**config.mk**
```make
export PLATFORM = sky130hd
export DESIGN_NAME = vga_cmd_parser
export DESIGN_NICKNAME = d
export VERILOG_FILES = /design/src/rtl/vga_cmd_parser.sv
export SDC_FILE = /design/constraint.sdc
export NUM_CORES = 1
export LEC_CHECK = 0
export ABC_AREA = 1
export CAP_MARGIN = 20
export CORE_MARGIN = 2
export CORE_UTILIZATION = 30
export CTS_CLUSTER_SIZE = 14
export DETAILED_ROUTE_END_ITERATION = 12
export SYNTH_ARGS = -nofsm -noshare
export SYNTH_HDL_FRONTEND = slang
export SYNTH_SLANG_ARGS = --single-unit
export TNS_END_PERCENT = 100
```
**constraint.sdc**
```tcl
create_clock -name i_Clk -period 2.35 [get_ports i_Clk]
set_clock_uncertainty 0.2 [all_clocks]
set_input_delay 0.3525 -clock i_Clk [delete_from_list [all_inputs] [get_ports i_Clk]]
set_output_delay 0.3525 -clock i_Clk [all_outputs]
set_load 0.005 [all_outputs]
```
**src/rtl/vga_cmd_parser.sv**
```systemverilog
// UART command parser for a VGA test-pattern generator.
// Accepts "P<h><CR>" (set pattern) and, when VGA_CMD_COLOR_EN is defined,
// "C<h><h><h><CR>" (set solid colour). Each completed or rejected command is
// answered with one 'K' or 'E' byte. A partial command is dropped silently
// after TIMEOUT_CLKS clocks without a byte (TIMEOUT_CLKS must be >= 2).
module vga_cmd_parser #(
  parameter int unsigned TIMEOUT_CLKS = 25000000
) (
  input  logic       i_Clk,
  input  logic       i_Rst,
  input  logic       i_RX_DV,
  input  logic [7:0] i_RX_Byte,
  input  logic       i_TX_Active,
  output logic       o_TX_DV,
  output logic [7:0] o_TX_Byte,
  output logic [3:0] o_Pattern,
  output logic       o_Pattern_Valid,
  output logic [3:0] o_Red,
  output logic [3:0] o_Grn,
  output logic [3:0] o_Blu,
  output logic       o_Cmd_Err
);

`ifdef VGA_CMD_COLOR_EN
  localparam bit          ColorEn = 1'b1;
  localparam int unsigned ArgW    = 12;
`else
  localparam bit          ColorEn = 1'b0;
  localparam int unsigned ArgW    = 4;
`endif

  localparam int unsigned     CntW   = $clog2(TIMEOUT_CLKS);
  localparam logic [CntW-1:0] TmoMax = CntW'(TIMEOUT_CLKS - 1);

  localparam logic [7:0] ChCr = 8'h0D;
  localparam logic [7:0] ChLf = 8'h0A;
  localparam logic [7:0] ChK  = 8'h4B;
  localparam logic [7:0] ChE  = 8'h45;

  typedef enum logic [1:0] {StIdle, StGetArg, StWaitCr, StRespond} state_e;

  state_e          state_q, state_d;
  logic [1:0]      arg_cnt_q, arg_cnt_d;
  logic            is_color_q, is_color_d;
  logic [ArgW-1:0] arg_q, arg_d;
  logic [7:0]      tx_byte_q, tx_byte_d;
  logic [3:0]      pattern_q, pattern_d;
  logic            pattern_valid_q, pattern_valid_d;
  logic            cmd_err_q, cmd_err_d;
  logic [CntW-1:0] tmo_cnt_q, tmo_cnt_d;
  logic            commit_color;
  logic            hex_ok;
  logic [3:0]      hex_val;
  logic            is_p, is_c, timeout;

  // Hex digit decode of the incoming byte.
  always_comb begin
    hex_ok  = 1'b1;
    hex_val = 4'h0;
    if (i_RX_Byte >= 8'h30 && i_RX_Byte <= 8'h39) begin
      hex_val = 4'(i_RX_Byte - 8'h30);
    end else if (i_RX_Byte >= 8'h41 && i_RX_Byte <= 8'h46) begin
      hex_val = 4'(i_RX_Byte - 8'h37);
    end else if (i_RX_Byte >= 8'h61 && i_RX_Byte <= 8'h66) begin
      hex_val = 4'(i_RX_Byte - 8'h57);
    end else begin
      hex_ok = 1'b0;
    end
  end

  assign is_p    = (i_RX_Byte == 8'h50) || (i_RX_Byte == 8'h70);
  assign is_c    = ColorEn && ((i_RX_Byte == 8'h43) || (i_RX_Byte == 8'h63));
  // A byte arriving on the expiry cycle wins over the timeout.
  assign timeout = ((state_q == StGetArg) || (state_q == StWaitCr)) && !i_RX_DV &&
                   (tmo_cnt_q == TmoMax);

  // Silence counter: cleared by every byte, saturates instead of wrapping.
  always_comb begin
    tmo_cnt_d = tmo_cnt_q;
    if (i_RX_DV) begin
      tmo_cnt_d = '0;
    end else if (tmo_cnt_q != TmoMax) begin
      tmo_cnt_d = tmo_cnt_q + CntW'(1);
    end
  end

  // Next-state and output decode for the command FSM.
  always_comb begin
    state_d         = state_q;
    arg_cnt_d       = arg_cnt_q;
    is_color_d      = is_color_q;
    arg_d           = arg_q;
    tx_byte_d       = tx_byte_q;
    pattern_d       = pattern_q;
    pattern_valid_d = 1'b0;
    cmd_err_d       = 1'b0;
    commit_color    = 1'b0;
    o_TX_DV         = 1'b0;
    unique case (state_q)
      StIdle: begin
        if (i_RX_DV) begin
          if (is_p || is_c) begin
            state_d    = StGetArg;
            arg_cnt_d  = is_c ? 2'd3 : 2'd1;
            is_color_d = is_c;
          end else if (i_RX_Byte != ChCr && i_RX_Byte != ChLf) begin
            state_d   = StRespond;
            tx_byte_d = ChE;
            cmd_err_d = 1'b1;
          end
        end
      end
      StGetArg: begin
        if (i_RX_DV) begin
          if (hex_ok) begin
            // Digits shift in from the right: R ends up in the top nibble.
            arg_d     = ArgW'({arg_q, hex_val});
            arg_cnt_d = arg_cnt_q - 2'd1;
            if (arg_cnt_q == 2'd1) begin
              state_d = StWaitCr;
            end
          end else begin
            state_d   = StRespond;
            tx_byte_d = ChE;
            cmd_err_d = 1'b1;
          end
        end else if (timeout) begin
          state_d   = StIdle;
          cmd_err_d = 1'b1;
        end
      end
      StWaitCr: begin
        if (i_RX_DV) begin
          state_d = StRespond;
          if (i_RX_Byte == ChCr) begin
            tx_byte_d = ChK;
            if (is_color_q) begin
              commit_color = 1'b1;
            end else begin
              pattern_d       = arg_q[3:0];
              pattern_valid_d = 1'b1;
            end
          end else begin
            tx_byte_d = ChE;
            cmd_err_d = 1'b1;
          end
        end else if (timeout) begin
          state_d   = StIdle;
          cmd_err_d = 1'b1;
        end
      end
      StRespond: begin
        // Incoming bytes are ignored here.
        if (!i_TX_Active) begin
          o_TX_DV = 1'b1;
          state_d = StIdle;
        end
      end
      default: state_d = StIdle;
    endcase
  end

  // FSM state and datapath registers.
  always_ff @(posedge i_Clk or posedge i_Rst) begin
    if (i_Rst) begin
      state_q         <= StIdle;
      arg_cnt_q       <= 2'd0;
      is_color_q      <= 1'b0;
      arg_q           <= '0;
      tx_byte_q       <= 8'h00;
      pattern_q       <= 4'h0;
      pattern_valid_q <= 1'b0;
      cmd_err_q       <= 1'b0;
      tmo_cnt_q       <= '0;
    end else begin
      state_q         <= state_d;
      arg_cnt_q       <= arg_cnt_d;
      is_color_q      <= is_color_d;
      arg_q           <= arg_d;
      tx_byte_q       <= tx_byte_d;
      pattern_q       <= pattern_d;
      pattern_valid_q <= pattern_valid_d;
      cmd_err_q       <= cmd_err_d;
      tmo_cnt_q       <= tmo_cnt_d;
    end
  end

`ifdef VGA_CMD_COLOR_EN
  logic [3:0] red_q, grn_q, blu_q;

  // Colour registers, loaded when a colour command is confirmed by CR.
  always_ff @(posedge i_Clk or posedge i_Rst) begin
    if (i_Rst) begin
      red_q <= 4'h0;
      grn_q <= 4'h0;
      blu_q <= 4'h0;
    end else if (commit_color) begin
      red_q <= arg_q[11:8];
      grn_q <= arg_q[7:4];
      blu_q <= arg_q[3:0];
    end
  end

  assign o_Red = red_q;
  assign o_Grn = grn_q;
  assign o_Blu = blu_q;
`else
  logic unused_commit_color;
  assign unused_commit_color = commit_color;
  assign o_Red = 4'h0;
  assign o_Grn = 4'h0;
  assign o_Blu = 4'h0;
`endif

  assign o_TX_Byte       = tx_byte_q;
  assign o_Pattern       = pattern_q;
  assign o_Pattern_Valid = pattern_valid_q;
  assign o_Cmd_Err       = cmd_err_q;

endmodule
```
Word-level counts from Yosys, hierarchy flattened
Index checks and enable logic that the tools add are counted.
{"block": "totals", "reg_bits": 47, "wordCells": 104, "romBits": 0, "output_inout_bits": 27, "ram_bits": 0, "latch_bits": 0, "inputBits": 12, "memories": 0}
{"block": "classes", "n_div": 0, "n_mul": 0, "n_addsub": 5, "n_eq_ne": 22, "magnitude_cmp": 6, "mux": 45, "bitwise_logic": 0, "shift": 0, "n_reduce_logical": 18}
{"op": "25-bit 2-to-1 mux", "count": 2}
{"op": "8-bit 2-to-1 mux", "count": 6}
{"op": "2-bit 2-to-1 mux", "count": 13}
{"op": "25-bit by 1-bit adder with 25-bit output (second input constant)", "count": 1}
{"op": "25-bit == test (second input constant)", "count": 1}
{"op": "25-bit != test (second input constant)", "count": 1}
{"op": "8-bit case mux with 3 select lines", "count": 1}
{"op": "2-bit != test (second input constant)", "count": 9}
{"op": "8-bit by 7-bit == test with 1-bit output (second input constant)", "count": 2}
{"op": "8-bit by 7-bit greater-or-equal comparator with 1-bit output (second input constant)", "count": 2}
{"op": "8-bit by 7-bit <= comparator with 1-bit output (second input constant)", "count": 2}
{"op": "1-bit 2-to-1 mux", "count": 16}
{"op": "4-bit 2-to-1 mux", "count": 4}
{"op": "8-bit by 4-bit != test with 1-bit output (second input constant)", "count": 2}
{"op": "8-bit by 4-bit == test with 1-bit output (second input constant)", "count": 1}
{"op": "8-bit by 6-bit greater-or-equal comparator with 1-bit output (second input constant)", "count": 1}
{"op": "8-bit by 6-bit <= comparator with 1-bit output (second input constant)", "count": 1}
{"op": "2-bit case mux with 4 select lines", "count": 1}
{"op": "4-bit by 3-bit subtractor with 4-bit output (second input constant)", "count": 2}
{"op": "7-bit AND reduction", "count": 1}
{"op": "1-bit logical AND", "count": 6}
{"op": "3-bit AND reduction", "count": 2}
{"op": "5-bit AND reduction", "count": 1}
{"op": "2-bit by 1-bit == test with 1-bit output (second input constant)", "count": 2}
{"op": "13 further kinds", "count": 16}

Depth between registers and ports, before layout
Gate-level depths: netlist (run 1).
{"block": "depth", "depth_word": 8, "depth_mapped": 12, "mapped_depth_nobuf": 12}

Worst setup path before layout (run 1)
No wires, ideal clock.
{"block": "synth_path", "path_type": "register -> register", "startpoint": "reg tmo_cnt_q[0]", "endpoint": "reg tmo_cnt_q[22]", "path_buffers": 0, "setup_time_ns": 0.123, "required_ns": 2.027, "stages_incl_launch_ff": 10, "t_arrival_ns": 1.349, "path_slack_ns": 0.678, "synth_period_minus_slack_ns": 1.672, "path_cell_list": "dfrtp_1 ha_1 nand3_2 inv_2 nand2_1 nor2_1 nand2_2 or2_1 o21ai_1 a21oi_1"}
{"block": "synth_via", "elab_chain_cells": 3, "elab_cells_between_ends": 5}
{"element": "start: declaration", "line_no": "50", "text": "logic [CntW-1:0] tmo_cnt_q, tmo_cnt_d;"}
{"element": "start signal: assignment", "line_no": "184", "text": "tmo_cnt_q <= tmo_cnt_d;"}
{"element": "25-bit by 1-bit adder with 25-bit output", "line_no": "83", "text": "tmo_cnt_d = tmo_cnt_q + CntW'(1);"}
{"element": "25-bit 2-to-1 mux", "line_no": "82", "text": "end else if (tmo_cnt_q != TmoMax) begin"}
{"element": "25-bit 2-to-1 mux", "line_no": "80", "text": "if (i_RX_DV) begin"}
Parallel ways exist; a longest one is shown, timed or not. The select of a mux whose other input is x is not followed.
A chain may end at the register's enable or synchronous reset.

Final worst setup path (run 1)
{"block": "layout_path", "startpoint": "reg state_q[0]", "endpoint": "out o_TX_DV"}
{"block": "layout_via", "elab_chain_cells": 2}
{"element": "start: declaration", "line_no": "42", "text": "state_e state_q, state_d;"}
{"element": "start signal: assignment", "line_no": "166", "text": "state_q <= StIdle;"}
{"element": "start signal: assignment", "line_no": "176", "text": "state_q <= state_d;"}
{"element": "2-bit == test", "line_no": "99", "text": "unique case (state_q)"}
{"element": "1-bit 2-to-1 mux", "line_no": "99"}
{"element": "end: declaration", "line_no": "14", "text": "output logic o_TX_DV,"}
Every way passes these cells.

==> results.sh, run 1 <==
export IMPL_status="finished, final reports clean"
export IMPL_drive_gt1_frac=0.0738
export IMPL_irDropWorstVdd_v=0.000249
export IMPL_p_clk_frac=0.325
export IMPL_power_frac_comb=0.278
export IMPL_critPathArrivalTime_ns=1.61
export IMPL_overflow=0
export IMPL_grt_antenna_before_repair=0
export IMPL_synth_edf_count=0
export IMPL_multi_input_area_sq_mm=0.00140
export IMPL_synth_top_family_by_area="simple AND/OR/NAND/NOR gates"
export IMPL_synth_top_area_cell="dfrtp_1"
export IMPL_yosysUniqueCellTypes=31
export IMPL_cts_tree="done"
export IMPL_vias=2444
export IMPL_power_switching_w=0.000699
export IMPL_cts_made_buffers=5
export IMPL_place_congestion=0.877
export IMPL_hold_buffers=0
export IMPL_layout_min_cycle_time_ns=2.16
export IMPL_clk_pin_slew_ns=0.09
export IMPL_synth_area_sq_mm=0.00275
export IMPL_h_tree_depth=2
export IMPL_seq_area_frac_synth=0.383
export IMPL_final_max_slew_violation_count=0
export IMPL_ys_seq_elements=42
export IMPL_cp_start_kind="register"
export IMPL_drv_cap=0
export IMPL_ys_warn_count=0
export IMPL_drtPass1Iterations=4
export IMPL_track_usage=0.129
export IMPL_synth_most_common_cell="nand2_1"
export IMPL_start_util=0.312
export IMPL_netSwitchingFraction=0.322
export IMPL_antenna_left=0
export IMPL_placed_cell_area_sq_mm=0.00310
export IMPL_syn2layout_area_growth_pct=17.9
export IMPL_crit_path_max_fanout=6
export IMPL_hold_path_class="in2async"
export IMPL_die_area_sq_mm=0.00994
export IMPL_fin_crit_sh=0.920
export IMPL_synthFlopType="dfrtp_1"
export IMPL_wl_um=6080
export IMPL_synth_xor_area_frac=0.0128
export IMPL_postCtsSetupRepairBufs=0
export IMPL_rows=34
export IMPL_n_fill_cell=938
export IMPL_ioPinCount=39
export IMPL_synthMuxAreaShare=0
export IMPL_synthSimpleGateAreaFrac=0.327
export IMPL_setup_viol_count_final=0
export IMPL_drc=0
export IMPL_core_area_sq_mm=0.00881
export IMPL_grt_pass1_wl_um=10400
export IMPL_critical_path_cell_chain="ha_1, inv_1, nor2_1, clkdlybuf4s50_1"
export IMPL_power_density_mw_per_mm2=671
export IMPL_clk_latency_ns=0.31
export IMPL_synthArstFlopShare=1.00
export IMPL_nets=443
export IMPL_p_leak_nw=1.57
export IMPL_netlist_area_leader_share=0.383
export IMPL_diodes=0
export IMPL_cts_buffer_depth=2
export IMPL_vias_per_cell=4.63
export IMPL_power_internal_w=0.00147
export IMPL_fin_util=0.368
export IMPL_hold_viol=0
export IMPL_max_stage_delay_ns=0.51
export IMPL_hpwl_um=4790
export IMPL_rsz0062_at_grt="no"
export IMPL_cts_resized=0
export IMPL_die_y_um=99.7
export IMPL_grt_pass1_vias=2289
export IMPL_wl_per_cell_um=11.5
export IMPL_die_w_um=99.7
export IMPL_tightest_slew_ns=0.680
export IMPL_regArea_sq_mm=0.00105
export IMPL_clock_sinks=42
export IMPL_cts_root_buf="clkbuf_8"
export IMPL_yosys_area_share_adder=0.0547
export IMPL_synth_compound_area_share=0.0957
export IMPL_clock_fmax_mhz=463
export IMPL_synth_area_per_cell_sq_um=7.13
export IMPL_worstPathRequired_ns=1.80
export IMPL_synth_common_cells="98 x nand2_1, 54 x inv_1, 46 x nor2_1"
export IMPL_slew_headroom=0.544
export IMPL_netlist_instances=385
export IMPL_seq_power_share=0.397
export IMPL_critPathKind="reg2out"
export IMPL_fin_area_sq_mm=0.00324
export IMPL_cp_end_kind="output pin"
export IMPL_drt_initial_drc_count=78
export IMPL_portBuffers=23
export IMPL_critPathSlowestCell="clkdlybuf4s50_1"
export IMPL_grt_max_degree=20
export IMPL_synth_area_leaders="dfrtp_1 38%, nand2_1 13%, inv_1 7.4%, nor2_1 6.3%, ha_1 5.5%"
stage by stage:
| step | cells | hold slack (ns) | setup TNS, ns | power (W) | setup WS, ns |
|---|---|---|---|---|---|
| 2_1_floorplan | 399 | 0.242 | 0 | 0.00131 | 0.678 |
| 3_3_place_gp | 520 | 0.269 | 0 | 0.00147 | 0.0778 |
| 3_5_place_dp | 520 | 0.265 | -0.0578 | 0.00148 | -0.0288 |
| 4_1_cts | 528 | 0.177 | 0 | 0.00219 | 0.181 |
| 5_1_grt | 528 | 0.224 | 0 | 0.00233 | 0.103 |
| 6_report | 528 | 0.158 | 0 | 0.00217 | 0.189 |
worst max-delay path: cells and delay by family (launching register included):
| family | cells | cell delay (ns) |
|---|---|---|
| buf+inv | 2 | 0.55 |
| simple gates | 1 | 0.08 |
| flops | 1 | 0.47 |
| fa+ha+maj | 1 | 0.20 |
cells in the final DEF, fill, tap and decap left out, types with 5 or more instances in the layout:
| master | netlist | routed |
|---|---|---|
| a21oi_1 | 20 | 20 |
| buf_4 | 17 | 10 |
| clkbuf_8 | 0 | 5 |
| clkdlybuf4s50_1 | 0 | 23 |
| conb_1 | 1 | 15 |
| dfrtp_1 | 42 | 42 |
| ha_1 | 12 | 12 |
| inv_1 | 54 | 53 |
| nand2_1 | 98 | 98 |
| nand3_1 | 20 | 20 |
| nand4_1 | 6 | 6 |
| nor2_1 | 46 | 46 |
| nor3_1 | 14 | 14 |
| o21ai_0 | 20 | 20 |
per-layer routing:
layer  global-route usage  vias to the layer above  routed length [um]
met5                    0                        -                   0
met4               0.0537                        0                 125
met3               0.0309                       13                 312
met2                0.204                       57                2770
met1                0.169                     1118                2870
li1                     -                     1256                   -
area by class of cell:
| type | count | area share |
|---|---|---|
| multi-input combinational | 282 | 0.433 |
| sequential | 42 | 0.325 |
| timing repair buffer | 33 | 0.0943 |
| inverter | 55 | 0.0638 |
| tap | 108 | 0.0417 |
| clock buffer | 5 | 0.0213 |
| clock inverter | 3 | 0.0213 |
cell families (layout without fill, tap and decap cells):
family,count (synthesis),after routing
xor gates and xnor gates,4,4
and+or+nand+nor,201,201
AOI/OAI and AO/OA,50,50
adders and majority gates,12,12
DFF,42,42
buffers and inverters,75,96
other,1,15
registers in the layout, summed over array words and instances (netlist names):
register         flops
arg_q                4
o_Pattern_Valid      1
o_Pattern            4
o_TX_Byte            3
state_q              2
tmo_cnt_q           25
o_Cmd_Err            1
arg_cnt_q            2
power by group through the flow:
stage	clock (W)	combinational (W)	sequential, W
floorplan	0	0.000452	0.000861
finish	0.000706	0.000605	0.000862
global route	0.000740	0.000718	0.000873
detailed placement	0	0.000611	0.000874
global placement	0	0.000598	0.000876
CTS	0.000715	0.000616	0.000862
path summary, 6_finish.rpt:
kind,start,to,slack [ns],cells past startpoint
max in group asynchronous,i_Rst,tmo_cnt_q[10],1.20,3
min in group i_Clk,arg_q[3],o_Pattern[3],0.29,2
worst min register to register,arg_q[3],o_Pattern[3],0.29,2
worst min-delay path,i_Rst,o_Pattern_Valid,0.16,2
worst max register to register,state_q[1],o_TX_Byte[2],0.44,8
worst max-delay path,state_q[0],o_TX_DV,0.19,4
Power figures use the tool's default switching activity.
==> inputs of run 2 (changes only) <==
--- a/config.mk
+++ b/config.mk
@@ -11,6 +11,7 @@
 export CORE_UTILIZATION = 30
 export CTS_CLUSTER_SIZE = 14
 export DETAILED_ROUTE_END_ITERATION = 12
+export SKIP_CTS_REPAIR_TIMING = 1
 export SYNTH_ARGS = -nofsm -noshare
 export SYNTH_HDL_FRONTEND = slang
 export SYNTH_SLANG_ARGS = --single-unit
==> results of run 2 <==
No change in the layout: final DEF, timing and power equal those of run 1.
